### config.mk
export PLATFORM = sky130hd
export DESIGN_NAME = div_unit
export DESIGN_NICKNAME = d
export VERILOG_FILES = /design/src/rtl/div_unit.sv
export SDC_FILE = /design/constraint.sdc
export NUM_CORES = 1
export LEC_CHECK = 0
export ABC_AREA = 0
export CORE_AREA = 5 5 183 141
export CTS_BUF_LIST = sky130_fd_sc_hd__clkbuf_8
export DETAILED_ROUTE_END_ITERATION = 12
export DIE_AREA = 0 0 188 146
export GPL_ROUTABILITY_DRIVEN = 0
export PLACE_DENSITY = 0.71
export SLEW_MARGIN = 20
export SYNTH_ARGS = -nofsm -noshare
export SYNTH_HDL_FRONTEND = slang
export SYNTH_SLANG_ARGS = --single-unit
### constraint.sdc
create_clock -name clk -period 14.2 [get_ports clk]
set_input_delay 1.42 -clock clk [delete_from_list [all_inputs] [get_ports clk]]
set_output_delay 1.42 -clock clk [all_outputs]
set_load 0.05 [all_outputs]
### src/rtl/div_unit.sv
// Multi-cycle 32-bit restoring divider, signed/unsigned, result {remainder, quotient}.
// Optional macro DIV_ZERO_SHORTCUT_EN: a zero divisor finishes in two cycles with a zero result.
module div_unit (
  input  logic        clk,
  input  logic        rst,
  input  logic        signed_div_i,
  input  logic        start_i,
  input  logic [31:0] opdata1_i,
  input  logic [31:0] opdata2_i,
  input  logic        annul_i,
  output logic [63:0] result_o,
  output logic        ready_o
);
  typedef enum logic [1:0] {FREE, BYZERO, ON, END} state_t;

  state_t      state;
  logic [5:0]  cnt;
  logic [31:0] dvd;    // dividend magnitude, shifts out MSB-first while quotient bits shift in
  logic [31:0] dvs;
  logic [31:0] rem;
  logic        neg_q, neg_r;

  logic [31:0] mag_a, mag_b;
  logic [32:0] trial;
  logic        take;
  logic [31:0] rem_nxt;
  logic [31:0] q_fix, r_fix;
  logic        zero_short;

  assign mag_a = (signed_div_i && opdata1_i[31]) ? (~opdata1_i + 32'd1) : opdata1_i;
  assign mag_b = (signed_div_i && opdata2_i[31]) ? (~opdata2_i + 32'd1) : opdata2_i;

  // Restoring step; trial never exceeds 33 bits, and a taken subtraction always fits in 32.
  assign trial   = {rem, dvd[31]};
  assign take    = (trial >= {1'b0, dvs});
  assign rem_nxt = take ? (trial[31:0] - dvs) : trial[31:0];

  assign q_fix = neg_q ? (~dvd + 32'd1) : dvd;
  assign r_fix = neg_r ? (~rem + 32'd1) : rem;

`ifdef DIV_ZERO_SHORTCUT_EN
  assign zero_short = (opdata2_i == 32'd0);
`else
  assign zero_short = 1'b0;
`endif

  always_ff @(posedge clk or posedge rst) begin
    if (rst) begin
      state    <= FREE;
      cnt      <= 6'd0;
      dvd      <= 32'd0;
      dvs      <= 32'd0;
      rem      <= 32'd0;
      neg_q    <= 1'b0;
      neg_r    <= 1'b0;
      result_o <= 64'd0;
      ready_o  <= 1'b0;
    end else begin
      case (state)
        FREE: begin
          ready_o  <= 1'b0;
          result_o <= 64'd0;
          if (start_i && !annul_i) begin
            if (zero_short) begin
              state <= BYZERO;
            end else begin
              state <= ON;
              cnt   <= 6'd0;
              rem   <= 32'd0;
              dvd   <= mag_a;
              dvs   <= mag_b;
              neg_q <= signed_div_i & (opdata1_i[31] ^ opdata2_i[31]);
              neg_r <= signed_div_i & opdata1_i[31];
            end
          end
        end
        BYZERO: begin
          state <= END;
          dvd   <= 32'd0;
          rem   <= 32'd0;
        end
        ON: begin
          ready_o  <= 1'b0;
          result_o <= 64'd0;
          if (annul_i) begin
            state <= FREE;
            cnt   <= 6'd0;
            dvd   <= 32'd0;
            dvs   <= 32'd0;
            rem   <= 32'd0;
          end else if (cnt != 6'd32) begin
            dvd <= {dvd[30:0], take};
            rem <= rem_nxt;
            cnt <= cnt + 6'd1;
          end else begin
            // Sign correction in place; dvd/rem then hold the final quotient/remainder.
            dvd   <= q_fix;
            rem   <= r_fix;
            cnt   <= 6'd0;
            state <= END;
          end
        end
        END: begin
          if (start_i) begin
            ready_o  <= 1'b1;
            result_o <= {rem, dvd};
          end else begin
            state    <= FREE;
            ready_o  <= 1'b0;
            result_o <= 64'd0;
          end
        end
        default: state <= FREE;
      endcase
    end
  end
endmodule

# After elaboration in Yosys (flattened, before gate mapping)
# Cells that the tools add are included.
word_totals:
  ff_bits: 171
  word_cells: 77
  in_bits: 69
  out_inout_bits: 65
op_classes:
  eq_ne: 10
  bitwise: 7
  n_reduce_logical: 15
  add_sub_neg: 6
  magnitude_cmp: 1
  muxes: 29
ops:
  columns: ["op", "count"]
  rows:
  - ["32-bit 2-to-1 mux", 13]
  - ["32-bit one-hot mux with 3 select lines", 2]
  - ["32-bit by 1-bit adder with 32-bit output (second input constant)", 4]
  - ["32-bit NOT", 4]
  - ["64-bit one-hot mux with 2 select lines", 1]
  - ["64-bit 2-to-1 mux", 1]
  - ["32-bit one-hot mux with 2 select lines", 1]
  - ["33-bit by 32-bit >= comparator with 1-bit output", 1]
  - ["32-bit subtractor", 1]
  - ["6-bit 2-to-1 mux", 3]
  - ["6-bit one-hot mux with 2 select lines", 1]
  - ["3-bit AND reduction", 4]
  - ["2-bit 2-to-1 mux", 4]
  - ["4-bit inequality test (second input constant)", 2]
  - ["2-bit one-hot mux with 4 select lines", 1]
  - ["6-bit by 1-bit adder with 6-bit output (second input constant)", 1]
  - ["2-bit inequality test (second input constant)", 3]
  - ["6-bit inequality test (second input constant)", 1]
  - ["2-bit == test (second input constant)", 2]
  - ["2-bit AND reduction", 2]
  - ["2-bit nonzero test", 2]
  - ["1-bit logical AND", 3]
  - ["3-bit inequality test (second input constant)", 1]
  - ["3-bit nonzero test", 1]
  - ["other kinds (8)", 9]

# Depth between registers and ports, before layout
# Gate-level depths: netlist (run 1).
depth:
  word_depth: 6
  mapped_depth: 14
  ltp_nobuf: 13

# Worst setup path before layout (run 1)
# OpenSTA, ideal clock, no wires.
synth_path:
  kind: "input port to flip-flop"
  from: "input opdata1_i[3]"
  to: "register dvd[27]"
  required_time_ns: 14.066
  slack_ns: 10.537
  path_stages: 8
  path_buffers: 0
  arrival_time_ns: 3.529
  cell_sequence: "or3_1 -> or4_1 -> nor4b_2 -> nand2_1 -> o41ai_1 -> xnor2_1 -> a22oi_1 -> o21ai_0"
synth_via:
  elab_chain_cells: 5
synth_rtl:
  columns: ["item", "line_no", "text"]
  rows:
  - ["from (decl)", "8", "input logic [31:0] opdata1_i,"]
  - ["32-bit NOT", "30", "assign mag_a = (signed_div_i && opdata1_i[31]) ? (~opdata1_i + 32'd1) : opdata1_i;"]
  - ["32-bit by 1-bit adder with 32-bit output", "30", null]
  - ["32-bit 2-to-1 mux", "30", null]
  - ["32-bit 2-to-1 mux", "63", "if (start_i && !annul_i) begin"]
  - ["32-bit one-hot mux with 3 select lines", "59", "case (state)"]
  - ["to (signal assigned)", "70", "dvd <= mag_a;"]
  - ["to (signal assigned)", "92", "dvd <= {dvd[30:0], take};"]
  - ["to (signal assigned)", "97", "dvd <= q_fix;"]
  - ["to (decl)", "18", "logic [31:0] dvd;"]
# No other way between the ends. The select of a mux whose other input is x is not followed.
# A chain may end at the register's enable or synchronous reset.

# Worst setup path after layout (run 1)
# Same ends and word-level chain as after synthesis.

==> impl_metrics.tcl, run 1 <==
set metrics [dict create \
    status "completed" \
    fmax_mhz 252 \
    cts_tree "done" \
    syn_area_per_cell_um2 8.37 \
    power_density_nw_per_um2 259 \
    hold_violations 0 \
    dieHeight_um 146 \
    setup_viol_count_final 0 \
    cts_setup_buffers 0 \
    hold_ws_ps 488 \
    ios 134 \
    grt_pass1_vias 10200 \
    crit_type "input pin to flip-flop" \
    fillCellCount 2159 \
    synth_area_um2 11700 \
    dr.pass1.iters 6 \
    p_clk_share_pct 11.0 \
    dr_total_vias 10900 \
    worstMarginPinSlew_ps 1080 \
    drt-initial-drc-count 1032 \
    synth_area_leaders "dfrtp_1 (37%), o21ai_0 (6.9%), nand2_1 (5.4%)" \
    placed_cells 1760 \
    root_buffer "clkbuf_8" \
    synth_edf_count 0 \
    grtUsageTotal_pct 24.1 \
    syn2layout_area_growth_pct 16.4 \
    end_kind "flip-flop" \
    antenna_found_initial 0 \
    post-route-drc-count 0 \
    fin_cells 1792 \
    rsz0062_at_grt "false" \
    power_frac_seq_pct 23.1 \
    insertion_delay_ps 500 \
    register_area_um2 4280 \
    io_buffers 133 \
    synthFlopType "dfrtp_1" \
    worstHoldPathType "flip-flop to flip-flop" \
    p_int_mw 1.74 \
    yosysUniqueCellTypes 79 \
    slew_viol_final 0 \
    syn_nets 1507 \
    drtAntennaViolNets 0 \
    sw_frac_of_total_pct 50.5 \
    post_cts_resized 0 \
    grt-ovfl-total 0 \
    post_route_cells_drive_above_1_share_pct 4.91 \
    finClkSkew_ps 25.7 \
    setup_tns_ps 0 \
    yosysMostFrequentCell "dfrtp_1" \
    drv_cap 0 \
    core_area_um2 23700 \
    hpwl_um 24000 \
    worst_setup_path_start_kind "input pin" \
    grt_max_degree 98 \
    yosysWarnings 0 \
    p_leak_nw 5.76 \
    synth_top_area_share_pct 36.7 \
    h-tree-depth 4 \
    min_period_ps 3970 \
    required_ps 14550 \
    path_clk_slew_ps 90 \
    rows 49 \
    vias_per_cell 6.10 \
    grt_pass1_wl_um 54400 \
    total_power_mw 3.52 \
    routed_wl_um 33700 \
    multi_input_area_um2 6790 \
    fin_crit_sh_pct 27.9 \
    relSlewSlack_pct 28.3 \
    dieArea_um2 27400 \
    die_w_um 188 \
    initial_core_util_pct 49.3 \
    p_switching_mw 1.77 \
    cts_buffer_depth 2 \
    synthArstFlopShare_pct 100 \
    cp.arrival_ps 4320 \
    synthCells 1394 \
    peakVddDrop_mv 0.277 \
    ys_top_cells_by_count "dfrtp_1 (171), nand2_1 (169), o21ai_0 (162)" \
    cts_buffers 17 \
    power_frac_comb_pct 65.9 \
    cts_hold_buf 0 \
    nNetsFinal 1586 \
    yosysTopAreaCell "dfrtp_1" \
    wire_per_inst_um 18.8 \
    synth-seq-cells 171 \
    clock_sinks 171 \
    num_antenna_cells 0 \
    crit_fanout 6 \
    ys_seq_area_share_pct 36.7 \
]
==> power groups by stage <==
stage | clock, mW | sequential, mW | combinational, mW
floorplan | 0 | 0.712 | 1.84
global placement | 0 | 0.810 | 2.22
detailed placement | 0 | 0.814 | 2.26
CTS | 0.391 | 0.805 | 2.28
global route | 0.412 | 0.833 | 2.56
finish | 0.387 | 0.812 | 2.32
==> metrics by stage <==
step                      util (%)  instance area, µm²  worst slack [ps]
after global routing          57.4               13600              9960
final                         57.4               13600             10230
after CTS                     57.3               13600             10260
after global placement        55.5               13100              9790
after detailed placement      55.5               13100              9750
after floorplan                  -               11700              8150
==> per-layer routing <==
metal  vias to the layer above  GRT usage, %  share of wire (%)
met5                         -             0                  0
met4                         0          6.24                1.9
met3                        48          5.25                7.5
met2                       436          34.8                 43
met1                      5231          36.4                 48
li1                       5221             -                  -
==> layout make-up <==
cell class	count	share of cell area, %
Clock buffer	20	2.03
Clock inverter	12	1.19
Inverter	73	2.06
Multi-Input combinational cell	1067	50.0
Sequential cell	171	31.5
Tap cell	306	2.82
Timing Repair Buffer	143	10.4
==> flip-flops by register name, indices dropped and copies added, names as in the netlist <==
signal    flops
result_o     64
dvd          32
dvs          32
rem          32
cnt           6
state         2
neg_q         1
neg_r         1
ready_o       1
==> worst paths after layout <==
| path | from | endpoint | slack (ps) | depth (start not counted) |
|---|---|---|---|---|
| setup / recovery | opdata1_i[3] | dvd[27] | 10230 | 9 |
| hold / removal | dvs[30] | dvs[30] | 490 | 2 |
| setup reg to reg | rem[0] | rem[31] | 10290 | 11 |
| hold reg to reg | dvs[30] | dvs[30] | 490 | 2 |
| max in group asynchronous | rst | dvs[1] | 11440 | 3 |
| min in group asynchronous | rst | result_o[7] | 1510 | 2 |
==> layout by cell type (no fill, tap or decap), types with 17 or more instances in the layout <==
master / instances
ha_1: 42
nor3_1: 37
a21oi_1: 104
clkdlybuf4s50_1: 133
inv_1: 71
a31oi_1: 17
a21o_1: 18
mux2i_1: 21
o21ai_0: 161
clkbuf_8: 20
dfrtp_1: 171
xor2_1: 44
nor2_1: 80
o31ai_1: 23
nand3_1: 20
nor4_1: 17
xnor2_1: 49
nand2_1: 168
a22o_1: 67
==> cell families after synthesis <==
logic type	Yosys count	synth area share [%]
adder cells (fa/ha/maj)	44	4.78
AND/OR/NAND/NOR	423	17.6
flip-flops	171	36.7
multiplexers	23	1.99
XOR/XNOR	93	6.98
AO/OA/AOI/OAI	484	26.6
buffers and inverters	156	5.41
==> worst max-delay path, stage by stage <==
cell and delay (ps):
clkdlybuf4s50_1 450, or3_1 430, or4_1 520, nor4b_2 450
nand2_1 250, o41ai_1 430, xnor2_1 110, a22oi_1 170
o21ai_0 80
No activity file was read; power rests on OpenSTA's default activity.
==> inputs of run 2 (changes only) <==
--- a/config.mk
+++ b/config.mk
@@ -11,7 +11,7 @@
 export DETAILED_ROUTE_END_ITERATION = 12
 export DIE_AREA = 0 0 188 146
 export GPL_ROUTABILITY_DRIVEN = 0
-export PLACE_DENSITY = 0.71
+export PLACE_DENSITY = 0.74
 export SLEW_MARGIN = 20
 export SYNTH_ARGS = -nofsm -noshare
 export SYNTH_HDL_FRONTEND = slang
==> constraint.sdc (replaced) <==
create_clock -name clk -period 3.2 [get_ports clk]
set_input_delay 0.32 -clock clk [delete_from_list [all_inputs] [get_ports clk]]
set_output_delay 0.32 -clock clk [all_outputs]
set_load 0.05 [all_outputs]
==> run 2 against run 1 <==
Against the previous run: cell count rose by 5.6%; design area up 6.1%; clock skew is 9.0 ps lower; worst setup slack got worse by 10000 ps; sequential share of layout area fell by 1.8 points; first-iteration DRC count is 13% higher; die area unchanged; flip-flop and latch count stayed put; via count up 4.1%; clock power rose to 4.1 times the previous value; clock-buffer cell count fell by 3; routed wire length up 2.7%.
==> impl_metrics.tcl, run 2 (same netlist as run 1, synthesis figures left out) <==
set metrics [dict create \
    dieArea_um2 27400 \
    p_leak_nw 6.27 \
    drtAntennaViolNets 0 \
    nNetsFinal 1687 \
    initial_core_util_pct 49.3 \
    num_antenna_cells 0 \
    mostFrequentLayoutCells "dfrtp_1 (171), nand2_1 (169), o21ai_0 (160)" \
    layout_commonest_cell "dfrtp_1" \
    dieHeight_um 146 \
    cp.arrival_ps 3440 \
    grt_max_degree 66 \
    finClkSkew_ps 16.7 \
    core_area_um2 23700 \
    worstMarginPinSlew_ps 1020 \
    grt_pass1_wl_um 56800 \
    rsz0062_at_grt "true" \
    worstPathCellList "buf_4 -> or4_1 -> nand2b_4 -> or3_2 -> or4_1 -> nor4_1 -> nor3_1 -> a21oi_1 -> o21ai_0" \
    h-tree-depth 4 \
    cts_buffers 17 \
    drv_cap 0 \
    grt_pass1_vias 10800 \
    fin_crit_sh_pct 96.1 \
    hold_violations 0 \
    vias_per_cell 6.01 \
    setup_viol_count_final 0 \
    relSlewSlack_pct 31.8 \
    root_buffer "clkbuf_8" \
    grtUsageTotal_pct 24.9 \
    dr.pass1.iters 5 \
    routed_wl_um 34600 \
    slowest_delay_ps 550 \
    insertion_delay_ps 500 \
    dr_total_vias 11400 \
    rows 49 \
    critPathBufInv 1 \
    syn2layout_area_growth_pct 23.4 \
    power_density_nw_per_um2 1210 \
    rrSetupSlack_ps 120 \
    min_period_ps 3080 \
    path_clk_slew_ps 120 \
    cts_buffer_depth 2 \
    final_util_pct 60.8 \
    worst_setup_path_start_kind "flip-flop" \
    setup_ws_ps 124 \
    crit_path_frequent_cell "or4_1" \
    fmax_mhz 325 \
    antenna_found_initial 0 \
    cts_hold_buf 0 \
    die_w_um 188 \
    hpwl_um 25400 \
    wire_per_inst_um 18.3 \
    io_buffers 133 \
    required_ps 3560 \
    clock_sinks 171 \
    cts_tree "done" \
    slew_viol_final 0 \
    worstHoldPathType "input pin to async pin" \
    ios 134 \
    post_route_cells_drive_above_1_share_pct 11.7 \
    crit_fanout 7 \
    top_register "result_o" \
    drt-initial-drc-count 1170 \
    largest_reg_flops 64 \
    status "completed" \
    post-route-drc-count 0 \
    critPathTopFamily "simple AND/OR/NAND/NOR gates" \
    grt-ovfl-total 0 \
    pre_cts_ws_ps 14.7 \
    crit_path_top_delay_cell "or4_1" \
    crit_type "flip-flop to flip-flop" \
    setup_tns_ps 0 \
    peakVddDrop_mv 0.777 \
    fillCellCount 2046 \
    end_kind "flip-flop" \
]
run 2: final cells by class:
cell class | instances | area [µm²] | area share (%)
repair buffers | 244 | 2210 | 15.4
clock inverters | 15 | 166 | 1.16
well taps | 306 | 383 | 2.66
clock buffers | 17 | 234 | 1.63
flip-flops and latches | 171 | 4280 | 29.7
inverters | 73 | 278 | 1.93
multi-input cells | 1067 | 6840 | 47.5
run 2: repair_timing:
| item | in CTS | in global routing |
|---|---|---|
| setup buffers | 2 | 1 |
| setup endpoints to repair | 3 | 37 |
| cloned | 0 | 0 |
| pin swaps | 1 | 1 |
| resized for setup | 0 | 14 |
run 2: where the power goes:
group | internal (mW) | total [mW] | switching, mW
Clock | 0.592 | 1.58 | 0.988
Combinational | 5.58 | 12.5 | 6.92
Sequential | 2.70 | 3.30 | 0.598
Total | 8.87 | 17.4 | 8.50
run 2: per-stage QoR:
stage          instances  power (mW)  area, µm²  hold WS, ps
5_1_grt             1893        18.8      14400          272
4_1_cts             1892        16.9      14300          230
6_report            1893        17.4      14400          219
3_5_place_dp        1858        15.0      13900          468
2_1_floorplan       1394        11.3      11700          449
3_3_place_gp        1858        14.7      13900          464
run 2: path summary, 6_finish.rpt:
| path | cells past startpoint | start | to |
|---|---|---|---|
| worst max register to register | 9 | rem[0] | rem[25] |
| min in group clk | 2 | dvs[27] | dvs[27] |
| worst min register to register | 2 | dvs[27] | dvs[27] |
| max in group asynchronous | 3 | rst | result_o[20] |
| worst min-delay path | 2 | rst | result_o[11] |
| worst max-delay path | 9 | rem[0] | rem[25] |
run 2: worst reg2reg max path, cell delays in order, from the launching register on:
cell and delay [ps]:
dfrtp_1 430, buf_4 160, or4_1 550, nand2b_4 200
or3_2 540, or4_1 480, nor4_1 280, nor3_1 80
a21oi_1 130, o21ai_0 100
run 2: layer usage:
layer / up-vias / wire [µm] / track usage, %
met4: 0 / 681 / 6.68
met3: 54 / 2750 / 4.72
met5: - / 0 / 0
met2: 499 / 15300 / 37.5
met1: 5413 / 15800 / 36.9
li1: 5419 / - / -
==> inputs of run 3 (changes only) <==
--- a/config.mk
+++ b/config.mk
@@ -6,6 +6,7 @@
 export NUM_CORES = 1
 export LEC_CHECK = 0
 export ABC_AREA = 0
+export CAP_MARGIN = 40
 export CORE_AREA = 5 5 183 141
 export CTS_BUF_LIST = sky130_fd_sc_hd__clkbuf_8
 export DETAILED_ROUTE_END_ITERATION = 12
==> run 3 against run 2 <==
Against the previous run: design area about the same; combinational power hardly changed; critical path type unchanged; largest power group unchanged; via count decreased by 0.75%; hold slack better by 5.4 ps; sequential share of layout area about the same; largest cell class unchanged.
==> impl_metrics.tcl, run 3 (same netlist as run 1, synthesis figures left out) <==
set metrics [dict create \
    status "completed" \
    grtUsageTotal_pct 25.0 \
    mostFrequentLayoutCells "dfrtp_1 (171), nand2_1 (169), o21ai_0 (159)" \
    h-tree-depth 4 \
    vias_per_cell 5.97 \
    dieArea_um2 27400 \
    min_period_ps 3080 \
    worstHoldPathType "input pin to async pin" \
    fin_cells 1894 \
    setup_viol_count_final 0 \
    post-route-drc-count 0 \
    grt_pass1_wl_um 56900 \
    drtAntennaViolNets 0 \
    detailed_place.area_um2 13900 \
    clock_sinks 171 \
    rrSetupSlack_ps 120 \
    finClkSkew_ps 14.9 \
    crit_fanout 7 \
    grt_max_degree 66 \
    worstMarginPinSlew_ps 749 \
    relSlewSlack_pct 50.1 \
    antenna_found_initial 0 \
    slew_viol_final 0 \
    dr_total_vias 11300 \
    pre_cts_ws_ps 4.41 \
    hold_ws_ps 224 \
    initial_core_util_pct 49.3 \
    worst_setup_path_start_kind "flip-flop" \
    cts_buffer_depth 2 \
    die_w_um 188 \
    cts_buffers 17 \
    cts_tree "done" \
    fin_crit_sh_pct 96.2 \
    grt_pass1_vias 10800 \
    dr.pass1.iters 7 \
    power_density_nw_per_um2 1200 \
    insertion_delay_ps 500 \
    rows 49 \
    p_leak_nw 6.27 \
    routed_wl_um 34500 \
    post_route_cells_drive_above_1_share_pct 11.5 \
    num_antenna_cells 0 \
    io_buffers 133 \
    setup_tns_ps 0 \
    setup_ws_ps 123 \
    syn2layout_area_growth_pct 23.3 \
    required_ps 3560 \
    end_kind "flip-flop" \
    path_clk_slew_ps 110 \
    nNetsFinal 1688 \
    ios 134 \
    drv_cap 0 \
    hpwl_um 25400 \
    hold_violations 0 \
    fin_area_um2 14400 \
    largest_reg_flops 64 \
    cp.arrival_ps 3440 \
    crit_type "flip-flop to flip-flop" \
    layout_commonest_cell "dfrtp_1" \
    peakVddDrop_mv 0.885 \
    fmax_mhz 325 \
    wire_per_inst_um 18.2 \
    grt-ovfl-total 0 \
    root_buffer "clkbuf_8" \
    core_area_um2 23700 \
    dieHeight_um 146 \
    placed_cells 1859 \
    drt-initial-drc-count 1171 \
    top_register "result_o" \
]
-- run 3: cell type report --
cell class	instances	area (µm²)
Clock buffer	17	234
Timing Repair Buffer	245	2230
Inverter	73	278
Tap cell	306	383
Clock inverter	15	150
Multi-Input combinational cell	1067	6830
Fill cell	2066	9280
Sequential cell	171	4280
-- run 3: metrics by stage --
step	total power [mW]	utilization [%]
floorplan	11.3	-
global placement	14.7	58.8
detailed placement	15.0	58.8
CTS	16.8	60.6
global route	18.7	60.8
finish	17.3	60.8
-- run 3: worst max-delay path, cell delays in order (launching register included) --
cell	delay (ps)
dfrtp_1	440
buf_4	170
or4_1	560
nand2b_4	200
or3_2	530
or4_1	480
nor4_1	280
nor3_1	80
a21oi_1	120
o21ai_0	100
-- run 3: metal layers --
metal  track usage [%]  vias up  wire length [µm]
li1                  -     5430                 -
met3              5.04       58              2400
met4              7.15        0               743
met5                 0        -                 0
met2              37.1      428             15200
met1              36.9     5384             16200
-- run 3: final timing paths --
check                                  start            to  depth (start not counted)
worst min register to register       dvs[27]       dvs[27]                          2
worst min-delay path                     rst  result_o[11]                          2
min in group clk                opdata2_i[0]        dvs[0]                          3
max in group asynchronous                rst  result_o[23]                          3
worst max-delay path                  rem[0]       rem[25]                          9
worst max register to register        rem[0]       rem[25]                          9
-- run 3: timing repair --
| action | CTS | global route |
|---|---|---|
| hold buffers | 0 | 0 |
| buffers inserted | 2 | 1 |
| setup endpoints to repair | 2 | 37 |
| pin swaps | 1 | 1 |
| gates resized for setup | 0 | 12 |
-- run 3: report_power, final --
group / internal (mW) / switching [mW]
sequential: 2.70 / 0.597
clock: 0.581 / 0.954
combinational: 5.56 / 6.89
total: 8.85 / 8.44
